`src/rtl/cbfp_denorm.sv`:
```
// Block-floating-point de-normalizer at the FFT output.
// Stage 1 registers each sample, its index sum and its frame position.
// Stage 2 applies the gain 2^(BIAS - total) with floor rounding and saturation,
// then tags the frame boundaries.
module cbfp_denorm #(
    parameter int WIDTH_IN  = 13,
    parameter int WIDTH_OUT = 23,
    parameter int IDX_W     = 6,
    parameter int BIAS      = 12,
    parameter int N         = 512
) (
    input  logic                        clk,
    input  logic                        rstn,
    input  logic                        din_valid,
    input  logic signed [WIDTH_IN-1:0]  din_re,
    input  logic signed [WIDTH_IN-1:0]  din_im,
    input  logic        [IDX_W-1:0]     index1,
    input  logic        [IDX_W-1:0]     index2,
    output logic                        dout_valid,
    output logic signed [WIDTH_OUT-1:0] dout_re,
    output logic signed [WIDTH_OUT-1:0] dout_im,
    output logic                        dout_first,
    output logic                        dout_last,
    output logic                        frame_sat
);

    localparam int CNT_W = (N > 1) ? $clog2(N) : 1;
    localparam int WF    = WIDTH_IN + BIAS;
    // One spare bit above the widest operand keeps the saturation compare signed-safe.
    localparam int WW    = ((WF > WIDTH_OUT) ? WF : WIDTH_OUT) + 1;

    localparam logic [CNT_W-1:0]      LAST_IDX = CNT_W'(N - 1);
    localparam logic [IDX_W:0]        BIAS_T   = (IDX_W + 1)'(BIAS);
    localparam logic [IDX_W:0]        WIN_T    = (IDX_W + 1)'(WIDTH_IN);
    localparam logic signed [WW-1:0]  MAXV     = {{(WW - WIDTH_OUT + 1){1'b0}}, {(WIDTH_OUT - 1){1'b1}}};
    localparam logic signed [WW-1:0]  MINV     = {{(WW - WIDTH_OUT + 1){1'b1}}, {(WIDTH_OUT - 1){1'b0}}};

    logic                       s1_valid;
    logic signed [WIDTH_IN-1:0] s1_re;
    logic signed [WIDTH_IN-1:0] s1_im;
    logic        [IDX_W:0]      s1_total;
    logic        [CNT_W-1:0]    s1_idx;
    logic        [CNT_W-1:0]    cnt;
    logic                       sticky;

    logic        [WIDTH_OUT:0]  re_res;
    logic        [WIDTH_OUT:0]  im_res;
    logic                       s1_last;
    logic                       sat_now;

    // Returns {saturated, value} for x * 2^(BIAS - total).
    function automatic logic [WIDTH_OUT:0] denorm(input logic signed [WIDTH_IN-1:0] x,
                                                   input logic [IDX_W:0] total);
        logic signed [WW-1:0] xs;
        logic signed [WW-1:0] wide;
        logic        [IDX_W:0] sh;
        logic                  sat;
        logic [WIDTH_OUT-1:0]  val;
        xs = {{(WW - WIDTH_IN){x[WIDTH_IN-1]}}, x};
        sh = '0;
        if (total == BIAS_T) begin
            wide = xs;
        end else if (total > BIAS_T) begin
            sh = total - BIAS_T;
            if (sh >= WIN_T) wide = x[WIDTH_IN-1] ? '1 : '0;
            else             wide = xs >>> sh;
        end else begin
            sh   = BIAS_T - total;
            wide = xs <<< sh;
        end
        sat = 1'b0;
        if (wide > MAXV) begin
            sat = 1'b1;
            val = MAXV[WIDTH_OUT-1:0];
        end else if (wide < MINV) begin
            sat = 1'b1;
            val = MINV[WIDTH_OUT-1:0];
        end else begin
            val = wide[WIDTH_OUT-1:0];
        end
        return {sat, val};
    endfunction

    assign re_res  = denorm(s1_re, s1_total);
    assign im_res  = denorm(s1_im, s1_total);
    assign sat_now = re_res[WIDTH_OUT] | im_res[WIDTH_OUT];
    assign s1_last = (s1_idx == LAST_IDX);

    // Frame position counter: advances only on accepted samples.
    always_ff @(posedge clk or negedge rstn) begin
        if (!rstn) begin
            cnt <= '0;
        end else if (din_valid) begin
            if (cnt == LAST_IDX) cnt <= '0;
            else                 cnt <= cnt + 1'b1;
        end
    end

    // Stage 1: capture mantissas, index sum and frame position.
    always_ff @(posedge clk or negedge rstn) begin
        if (!rstn) begin
            s1_valid <= 1'b0;
            s1_re    <= '0;
            s1_im    <= '0;
            s1_total <= '0;
            s1_idx   <= '0;
        end else begin
            s1_valid <= din_valid;
            if (din_valid) begin
                s1_re    <= din_re;
                s1_im    <= din_im;
                s1_total <= {1'b0, index1} + {1'b0, index2};
                s1_idx   <= cnt;
            end
        end
    end

    // Stage 2: register shifted results, frame tags and the per-frame saturation flag.
    always_ff @(posedge clk or negedge rstn) begin
        if (!rstn) begin
            dout_valid <= 1'b0;
            dout_re    <= '0;
            dout_im    <= '0;
            dout_first <= 1'b0;
            dout_last  <= 1'b0;
            frame_sat  <= 1'b0;
            sticky     <= 1'b0;
        end else begin
            dout_valid <= s1_valid;
            if (s1_valid) begin
                dout_re    <= re_res[WIDTH_OUT-1:0];
                dout_im    <= im_res[WIDTH_OUT-1:0];
                dout_first <= (s1_idx == '0);
                dout_last  <= s1_last;
                frame_sat  <= s1_last & (sticky | sat_now);
                // The sticky bit restarts with every frame, so the next frame's
                // flag only reflects its own samples.
                sticky     <= s1_last ? 1'b0 : (sticky | sat_now);
            end else begin
                dout_first <= 1'b0;
                dout_last  <= 1'b0;
                frame_sat  <= 1'b0;
            end
        end
    end

endmodule

```
`config.mk`:
```
export PLATFORM = sky130hd
export DESIGN_NAME = cbfp_denorm
export DESIGN_NICKNAME = d
export VERILOG_FILES = /design/src/rtl/cbfp_denorm.sv
export SDC_FILE = /design/constraint.sdc
export NUM_CORES = 1
export LEC_CHECK = 0
export CORE_ASPECT_RATIO = 0.5
export CORE_MARGIN = 8
export CORE_UTILIZATION = 48
export DETAILED_ROUTE_END_ITERATION = 16
export PLACE_DENSITY = 0.7
export SLEW_MARGIN = 5
export SYNTH_ARGS = -nofsm -noshare
export SYNTH_HDL_FRONTEND = slang
export SYNTH_SLANG_ARGS = --single-unit
```
`constraint.sdc`:
```
create_clock -name clk -period 9.8 [get_ports clk]
set_input_delay 1.96 -clock clk [delete_from_list [all_inputs] [get_ports clk]]
set_output_delay 1.96 -clock clk [all_outputs]
set_load 0.03 [all_outputs]
```
==> results of run 1 <==
final timing paths:
path / startpoint / end / depth (start not counted) / slack [ns]
worst max-delay path: s1_total[1] / dout_im[1] / 10 / 5.39
max in group asynchronous: rstn / s1_total[0] / 2 / 7.03
worst min register to register: dout_re[1] / dout_re[1] / 2 / 0.50
worst max register to register: s1_total[1] / dout_im[1] / 10 / 5.39
worst min-delay path: dout_re[1] / dout_re[1] / 2 / 0.50
min in group asynchronous: rstn / dout_first / 1 / 1.62
tightest hold or removal path, cell delays in order (launching register included):
cell,delay [ns]
dfrtp_1,0.34
nand2b_1,0.06
nand3_1,0.07
placed cells by master (no fill, tap or decap), types with 20 or more instances in the layout:
cell type	count
a21oi_1	63
a31oi_1	22
buf_4	21
clkdlybuf4s50_1	88
dfrtp_1	101
inv_1	27
mux2_2	49
mux2i_1	40
mux4_2	24
nand2_1	85
nand2b_1	20
nand3_1	29
nor2_1	65
o211ai_1	20
o21ai_0	74
registers in the layout, summed over array words and instances, names as in the netlist:
| name | cells |
|---|---|
| s1_re | 13 |
| s1_idx | 9 |
| dout_last | 1 |
| dout_re | 23 |
| sticky | 1 |
| s1_im | 13 |
| dout_first | 1 |
| s1_valid | 1 |
| frame_sat | 1 |
| dout_valid | 1 |
| dout_im | 23 |
| cnt | 9 |
| s1_total | 7 |
metrics by stage:
stage	total power, W	setup WS [ns]	cell area [um^2]
5_1_grt	0.00230	5.14	9580
3_5_place_dp	0.00178	5.59	9270
2_1_floorplan	0.00135	6.42	8250
4_1_cts	0.00216	5.56	9580
6_report	0.00221	5.39	9580
3_3_place_gp	0.00179	5.82	9270
cell families (layout without fill, tap and decap cells):
group / after synthesis / in the layout / synth area share (%)
xor gates and xnor gates: 12 / 12 / 1.27
AOI/OAI and AO/OA: 320 / 320 / 26.4
buffers and inverters: 111 / 155 / 5.57
adders and majority gates: 14 / 14 / 2.22
other: 0 / 1 / 0
muxes: 113 / 113 / 18.1
and+or+nand+nor: 261 / 261 / 15.2
DFF: 103 / 103 / 31.3
layout make-up:
type | instances | area share [%]
timing repair buffer | 110 | 10.9
clock buffer | 10 | 2.49
sequential | 103 | 27.0
inverter | 29 | 1.14
tap | 234 | 3.06
antenna | 1 | 0.0261
multi-input combinational | 720 | 54.7
clock inverter | 6 | 0.718
metal layers:
| metal | track usage, % | wire length, um | vias up |
|---|---|---|---|
| met5 | 0 | 9 | - |
| met2 | 36.0 | 11700 | 609 |
| met3 | 15.7 | 5510 | 70 |
| met4 | 7.10 | 683 | 2 |
| li1 | - | - | 3626 |
| met1 | 42.3 | 14200 | 4002 |
power by group through the flow:
stage	registers [W]	clock network [W]	logic, W
final	0.000627	0.000379	0.00120
after global routing	0.000637	0.000401	0.00127
after CTS	0.000621	0.000384	0.00115
after detailed placement	0.000627	0	0.00115
after global placement	0.000627	0	0.00116
after floorplan	0.000691	0	0.000658
==> impl_metrics.json, run 1 <==
{
  "netSwitchingFraction_pct": 47.8,
  "finalCriticalPeriod_ns": 4.41,
  "antenna_found_initial": 1,
  "postSynthAreaPerCell_um2": 8.83,
  "fp.dieW_um": 201,
  "initial_core_util_pct": 48.2,
  "hp-class": "reg -> reg",
  "cts_root_buf": "clkbuf_16",
  "synth_common_cells": "103 x dfrtp_1, 85 x nand2_1, 74 x o21ai_0",
  "hpwl_um": 23700,
  "cp_cell_sequence": "buf_4, inv_1, ha_1, and2_1, nor2_1, o21ai_0, a22oi_1, o211a_1, nand2_1, o221ai_1",
  "syn-num-nets": 989,
  "post_cts_buffers": 0,
  "critPathArrivalTime_ns": 4.69,
  "cts.sinks": 103,
  "coreArea_um2": 17100,
  "fin_skew_ns": 0.00945,
  "p_int_w": 0.00115,
  "grt_pass1_wl_um": 48600,
  "syn_to_final_growth_pct": 16.2,
  "synth_most_common_cell": "dfrtp_1",
  "die_area_um2": 21900,
  "cts_tree": "yes",
  "hold_viol_final": 0,
  "yosysWarnings": 0,
  "pwr-share-comb_pct": 54.4,
  "worst_pin_slew_ns": 1.06,
  "max_freq_ghz": 0.227,
  "end_kind": "flop",
  "ir_drop_uv": 138,
  "stdcell_count": 1213,
  "firstDrtPassIters": 6,
  "yosysTopAreaCell": "dfrtp_1",
  "cp-start-kind": "flop",
  "routed_wl_um": 32100,
  "path_max_fanout": 26,
  "grt_overflow": 0,
  "rsz0062_at_grt": "no",
  "numCtsBuffers": 9,
  "switchingPower_w": 0.00106,
  "avgRoutedWirePerCell_um": 26.5,
  "async_flop_share_pct": 100,
  "cp_slowest_cell": "nor2_1",
  "drtIter0Drc": 1408,
  "drcViolationCount": 0,
  "path_buf_inv": 2,
  "grt_use_total_pct": 29.1,
  "place.gp.congestion": 1.03,
  "insertion_delay_ns": 0.37,
  "regArea_um2": 2580,
  "synth-seq-area-share_pct": 31.3,
  "synth_top_area_share_pct": 31.3,
  "placedCellCount": 1196,
  "setup_viol": 0,
  "ctsResizeCount": 0,
  "final.period_utilization_pct": 45.0,
  "vias_per_cell": 6.85,
  "outcome": "finished, final reports clean",
  "vias": 8309,
  "n_fill_cell": 1579,
  "grt_pass1_vias": 7609,
  "die_height_um": 109,
  "power.density_nw_per_um2": 231,
  "final_antenna_net_count": 0,
  "dominantRegCellSynth": "dfrtp_1",
  "grt_start_max_net_pins": 75,
  "maxSlewHeadroom_pct": 29.2,
  "whs_ns": 0.502,
  "utilization_pct": 56.0,
  "clockBufferDepth": 2,
  "multi_input_area_um2": 5240,
  "ys_top_cells_by_area": "dfrtp_1 31%, mux2_2 6.7%, mux4_2 6.6%, mux2i_1 4.9%, o21ai_0 4.5%",
  "maxCapViolCount": 0,
  "critical-path-top-delay-family": "compound AO/OA/AOI/OAI gates",
  "seq_power_share_pct": 28.4,
  "syn_inst": 934,
  "pin_count": 91,
  "synth_edf_count": 0,
  "path_clk_slew_ns": 0.07,
  "holdBufCountCts": 0,
  "syn-cell-area_um2": 8250,
  "io_buffers": 90,
  "p_leak_nw": 3.79,
  "drive_above_1_share_pct": 13.8,
  "final_nets": 1028,
  "slowest_delay_ns": 0.80,
  "final_max_slew_viol_count": 0,
  "synth_seq_cells": 103,
  "synthDistinctLibCells": 80,
  "p_clk_share_pct": 17.2,
  "cts-htree-levels": 3,
  "cp.required_ns": 10.07,
  "crit_type": "reg -> reg",
  "rows": 34,
  "finalSetupTns_ns": 0
}
(Power assumes the default switching activity.)
==> run 2, diff against run 1 <==
- PLACE_DENSITY: 0.7 -> 0.72
- clock period: 9.8 -> 4 ns (I/O delays scaled with it)
==> run 2 against run 1 <==
Utilization rose by 0.70 points. Worst setup slack got worse by 5.0 ns. Combinational power rose by 140%. Sequential share of layout area fell by 0.36 points. Clock skew is essentially flat. First-iteration DRC count fell by 23%. Global-route usage is 0.39 points higher. Flip-flop and latch count did not move. Total power is 140% higher. Routed wire length is 1.0% higher. Sequential power grew to 2.5 times the previous value. Via count grew 0.55%.
==> impl_metrics.json, run 2 (synthesized netlist as in run 1, its figures left out) <==
{
  "firstDrtPassIters": 5,
  "hpwl_um": 24100,
  "grt_start_max_net_pins": 73,
  "post_cts_buffers": 0,
  "hold_viol_final": 0,
  "drive_above_1_share_pct": 14.9,
  "cp_cell_sequence": "ha_1, nor4_1, nor2_1, buf_4, a221oi_1, mux4_2, a211o_1, nand3_1",
  "maxCapViolCount": 0,
  "grt_overflow": 0,
  "cp-start-kind": "flop",
  "vias_per_cell": 6.80,
  "place_area_um2": 9420,
  "cp.required_ns": 4.21,
  "layout_common_cells": "101 x dfrtp_1, 88 x clkdlybuf4s50_1, 85 x nand2_1, 74 x o21ai_0, 65 x nor2_1",
  "whs_ns": 0.439,
  "insertion_delay_ns": 0.36,
  "fp.dieW_um": 201,
  "final_area_um2": 9700,
  "place.gp.congestion": 1.06,
  "slowest_delay_ns": 0.68,
  "numCtsBuffers": 9,
  "maxSlewHeadroom_pct": 39.4,
  "routed_wl_um": 32500,
  "hp-class": "in -> async",
  "dpl_worst_slack_ns": 0.500,
  "antenna_found_initial": 0,
  "io_buffers": 90,
  "r2r_cells": 8,
  "coreArea_um2": 17100,
  "cts_tree": "yes",
  "rsz0062_at_grt": "no",
  "worst_pin_slew_ns": 0.902,
  "power.density_nw_per_um2": 551,
  "ir_drop_uv": 270,
  "final_antenna_net_count": 0,
  "stdcell_count": 1229,
  "critPathArrivalTime_ns": 3.84,
  "setup_viol": 0,
  "grt_pass1_wl_um": 49400,
  "final.period_utilization_pct": 90.8,
  "initial_core_util_pct": 48.2,
  "reg.largest.list": "dout_im (23), dout_re (23)",
  "max_freq_ghz": 0.275,
  "path_clk_slew_ns": 0.08,
  "layout_commonest_cell": "dfrtp_1",
  "p_leak_nw": 3.87,
  "finalCriticalPeriod_ns": 3.63,
  "end_kind": "flop",
  "final_nets": 1044,
  "timing.final.ws_setup_ns": 0.370,
  "grt_pass1_vias": 7913,
  "drcViolationCount": 0,
  "n_fill_cell": 1576,
  "cp_slowest_cell": "nor4_1",
  "finalSetupTns_ns": 0,
  "cts_root_buf": "clkbuf_16",
  "avgRoutedWirePerCell_um": 26.4,
  "clockBufferDepth": 2,
  "vias": 8355,
  "die_height_um": 109,
  "holdBufCountCts": 0,
  "ctsResizeCount": 0,
  "drtIter0Drc": 1088,
  "syn_to_final_growth_pct": 17.6,
  "fin_skew_ns": 0.00944,
  "placedCellCount": 1212,
  "rows": 34,
  "outcome": "finished, final reports clean",
  "cts-htree-levels": 3,
  "die_area_um2": 21900,
  "crit_type": "reg -> reg",
  "path_max_fanout": 19,
  "grt_use_total_pct": 29.4,
  "final_max_slew_viol_count": 0,
  "pin_count": 91,
  "cts.sinks": 103
}
[run 2: cell types whose count changed in the layout (fill, tap and decap cells not counted), sizes merged]
cell      before  now
clkbuf        10   12
bufinv         1    0
buf           22   38
clkinvlp       1    0
[run 2: area by class of cell]
class	instances	area, um^2	share of cell area (%)
well taps	234	293	3.02
clock buffers	12	246	2.54
clock inverters	4	31.3	0.322
multi-input cells	720	5240	54.0
repair buffers	126	1200	12.4
inverters	29	109	1.12
flip-flops and latches	103	2580	26.6
diodes	1	2.50	0.0258
[run 2: layer usage]
layer | up-vias | GRT usage, % | routed length, um
li1 | 3651 | - | -
met1 | 4045 | 43.0 | 14500
met2 | 602 | 38.8 | 12400
met3 | 57 | 13.3 | 5060
met4 | 0 | 6.38 | 584
met5 | - | 0 | 0
[run 2: worst paths after layout]
kind / from / to / slack (ns)
max: s1_total[2] / dout_re[1] / 0.37
max reg2reg: s1_total[2] / dout_re[1] / 0.37
min reg2reg: dout_im[5] / dout_im[5] / 0.50
min: rstn / dout_valid / 0.44
max in group asynchronous: rstn / dout_re[7] / 2.82
min in group clk: dout_im[5] / dout_im[5] / 0.50
[run 2: worst max-delay path, delay by kind of cell (launching register included)]
family | cells | cell delay [ns]
AO/OA/AOI/OAI | 2 | 0.62
adder cells (fa/ha/maj) | 1 | 0.48
buffers and inverters | 1 | 0.27
flip-flops | 1 | 0.65
multiplexers | 1 | 0.38
AND/OR/NAND/NOR | 3 | 1.07
[run 2: power breakdown]
part           internal (W)  switching (W)  total, W
Combinational       0.00110        0.00181   0.00291
Sequential          0.00126       0.000307   0.00157
Clock              0.000444       0.000421  0.000866
Total               0.00281        0.00254   0.00535
[run 2: stage by stage]
step	total power, W	utilization (%)
6_report	0.00535	56.7
5_1_grt	0.00560	56.7
4_1_cts	0.00525	56.7
3_5_place_dp	0.00438	55.1
3_3_place_gp	0.00439	55.1
2_1_floorplan	0.00330	-
==> run 3, diff against run 2 <==
- DONT_BUFFER_PORTS: default -> 1
- PLACE_DENSITY: 0.72 -> 0.65
- SLEW_MARGIN: 5 -> 15
==> run 3 against run 2 <==
Critical path type unchanged. Sequential share of layout area up 2.3 points. Combinational power decreased by 16%. Clock power rose by 22%. Worst hold slack got worse by 0.32 ns. Clock skew increased by 0.0012 ns. Count of clock-buffer cells in the layout shrank 3. Flip-flop and latch count stayed put. Critical endpoint is now dout_im[7]. Design area shrank 8.0%. Fmax rose by 1.0%. Register-to-register slack better by 0.04 ns. Largest cell class unchanged. Sequential power increased by 17%.
==> impl_metrics.json, run 3 (synthesized netlist as in run 1, its figures left out) <==
{
  "path_clk_slew_ns": 0.08,
  "numCtsBuffers": 9,
  "final_nets": 964,
  "hold_viol_final": 0,
  "die_area_um2": 21900,
  "cts.sinks": 103,
  "finalCriticalPeriod_ns": 3.59,
  "cts-htree-levels": 3,
  "critPathArrivalTime_ns": 3.89,
  "fin_skew_ns": 0.0107,
  "ctsResizeCount": 0,
  "grt_use_total_pct": 29.9,
  "coreArea_um2": 17100,
  "path_max_fanout": 12,
  "holdBufCountCts": 0,
  "routed_wl_um": 33000,
  "setup_viol": 0,
  "finalSetupTns_ns": 0,
  "layout_commonest_cell": "dfrtp_1",
  "syn_to_final_growth_pct": 8.19,
  "pin_count": 91,
  "utilization_pct": 52.2,
  "cts_root_buf": "clkbuf_16",
  "power.density_nw_per_um2": 599,
  "top_layer_used": "met5",
  "grt_pass1_vias": 7448,
  "vias": 8104,
  "cp-start-kind": "flop",
  "end_kind": "flop",
  "io_buffers": 0,
  "wl_met1_um": 14900,
  "clockBufferDepth": 2,
  "hp-class": "in -> async",
  "grt_overflow": 0,
  "drcViolationCount": 0,
  "post_cts_buffers": 0,
  "met3_length_um": 5440,
  "regArea_um2": 2580,
  "insertion_delay_ns": 0.37,
  "cts_tree": "yes",
  "rows": 34,
  "firstDrtPassIters": 7,
  "vias_per_cell": 7.05,
  "cp.required_ns": 4.30,
  "antenna_found_initial": 2,
  "hpwl_um": 24600,
  "die_height_um": 109,
  "reg.largest.list": "dout_im (23), dout_re (23)",
  "drtIter0Drc": 1366,
  "fp.dieW_um": 201,
  "ir_drop_uv": 253,
  "crit_type": "reg -> reg",
  "grt_start_max_net_pins": 104,
  "worst_pin_slew_ns": 1.06,
  "p_leak_nw": 3.59,
  "place.gp.congestion": 1.08,
  "layout_common_cells": "101 x dfrtp_1, 85 x nand2_1, 74 x o21ai_0, 65 x nor2_1, 63 x a21oi_1",
  "rsz0062_at_grt": "no",
  "multi_input_area_um2": 5240,
  "wl_met2_um": 12100,
  "final_max_slew_viol_count": 0,
  "final_antenna_net_count": 0,
  "outcome": "finished, final reports clean",
  "maxCapViolCount": 0,
  "drive_above_1_share_pct": 17.3,
  "maxSlewHeadroom_pct": 28.5,
  "avgRoutedWirePerCell_um": 28.7,
  "final.period_utilization_pct": 89.8,
  "n_fill_cell": 1627,
  "grt_pass1_wl_um": 49700,
  "finalPower_w": 0.00535,
  "max_freq_ghz": 0.278,
  "initial_core_util_pct": 48.2
}
==> run 3: cell types whose count changed in the layout (fill, tap and decap cells not counted), moves of 2 or more <==
| cell | change |
|---|---|
| buf_4 | +12 |
| clkbuf_1 | -2 |
| clkdlybuf4s50_1 | -88 |
| buf_12 | -3 |
| bufinv_16 | +3 |
==> run 3: per-stage QoR <==
stage               setup slack (ns)  instance area (um^2)  cells  hold WS (ns)
floorplan                      0.616                  8250    934         0.380
global placement               0.579                  8570   1132         0.508
detailed placement             0.603                  8570   1132         0.507
CTS                            0.587                  8920   1148         0.117
global route                   0.242                  8920   1148         0.111
finish                         0.407                  8920   1149         0.116
==> run 3: worst max-delay path, stage by stage (launching register included) <==
cell      delay [ns]
dfrtp_4         0.48
inv_1           0.15
ha_1            0.55
a21boi_2        0.24
o221a_1         0.41
buf_4           0.24
a211oi_1        0.70
mux2i_1         0.23
o31ai_1         0.26
o22ai_1         0.11
a21oi_1         0.16
==> run 3: routing by layer <==
layer	vias up	track usage, %
met3	62	15.7
li1	3496	-
met2	583	38.0
met1	3959	43.8
met4	4	4.87
met5	-	0
==> run 3: cell type report <==
type	instances	share of cell area, %
antenna	1	0.0280
clock buffer	9	2.52
clock inverter	7	1.43
inverter	29	1.22
multi-input combinational	720	58.7
sequential	103	28.9
tap	234	3.28
timing repair buffer	46	3.87
==> run 3: worst paths after layout <==
| path | start | to | slack [ns] | depth (start not counted) |
|---|---|---|---|---|
| hold / removal | rstn | s1_re[2] | 0.12 | 0 |
| setup reg to reg | s1_total[0] | dout_im[7] | 0.41 | 10 |
| hold reg to reg | s1_idx[1] | s1_idx[1] | 0.54 | 1 |
| min in group clk | din_valid | s1_valid | 0.46 | 0 |
| max in group asynchronous | rstn | dout_im[5] | 3.62 | 0 |
| setup / recovery | s1_total[0] | dout_im[7] | 0.41 | 10 |
==> run 3: power by group <==
part	leakage, nW	switching, W	internal, W
clock	0.172	0.000443	0.000621
sequential	1.23	0.000582	0.00126
combinational	2.19	0.00157	0.000879
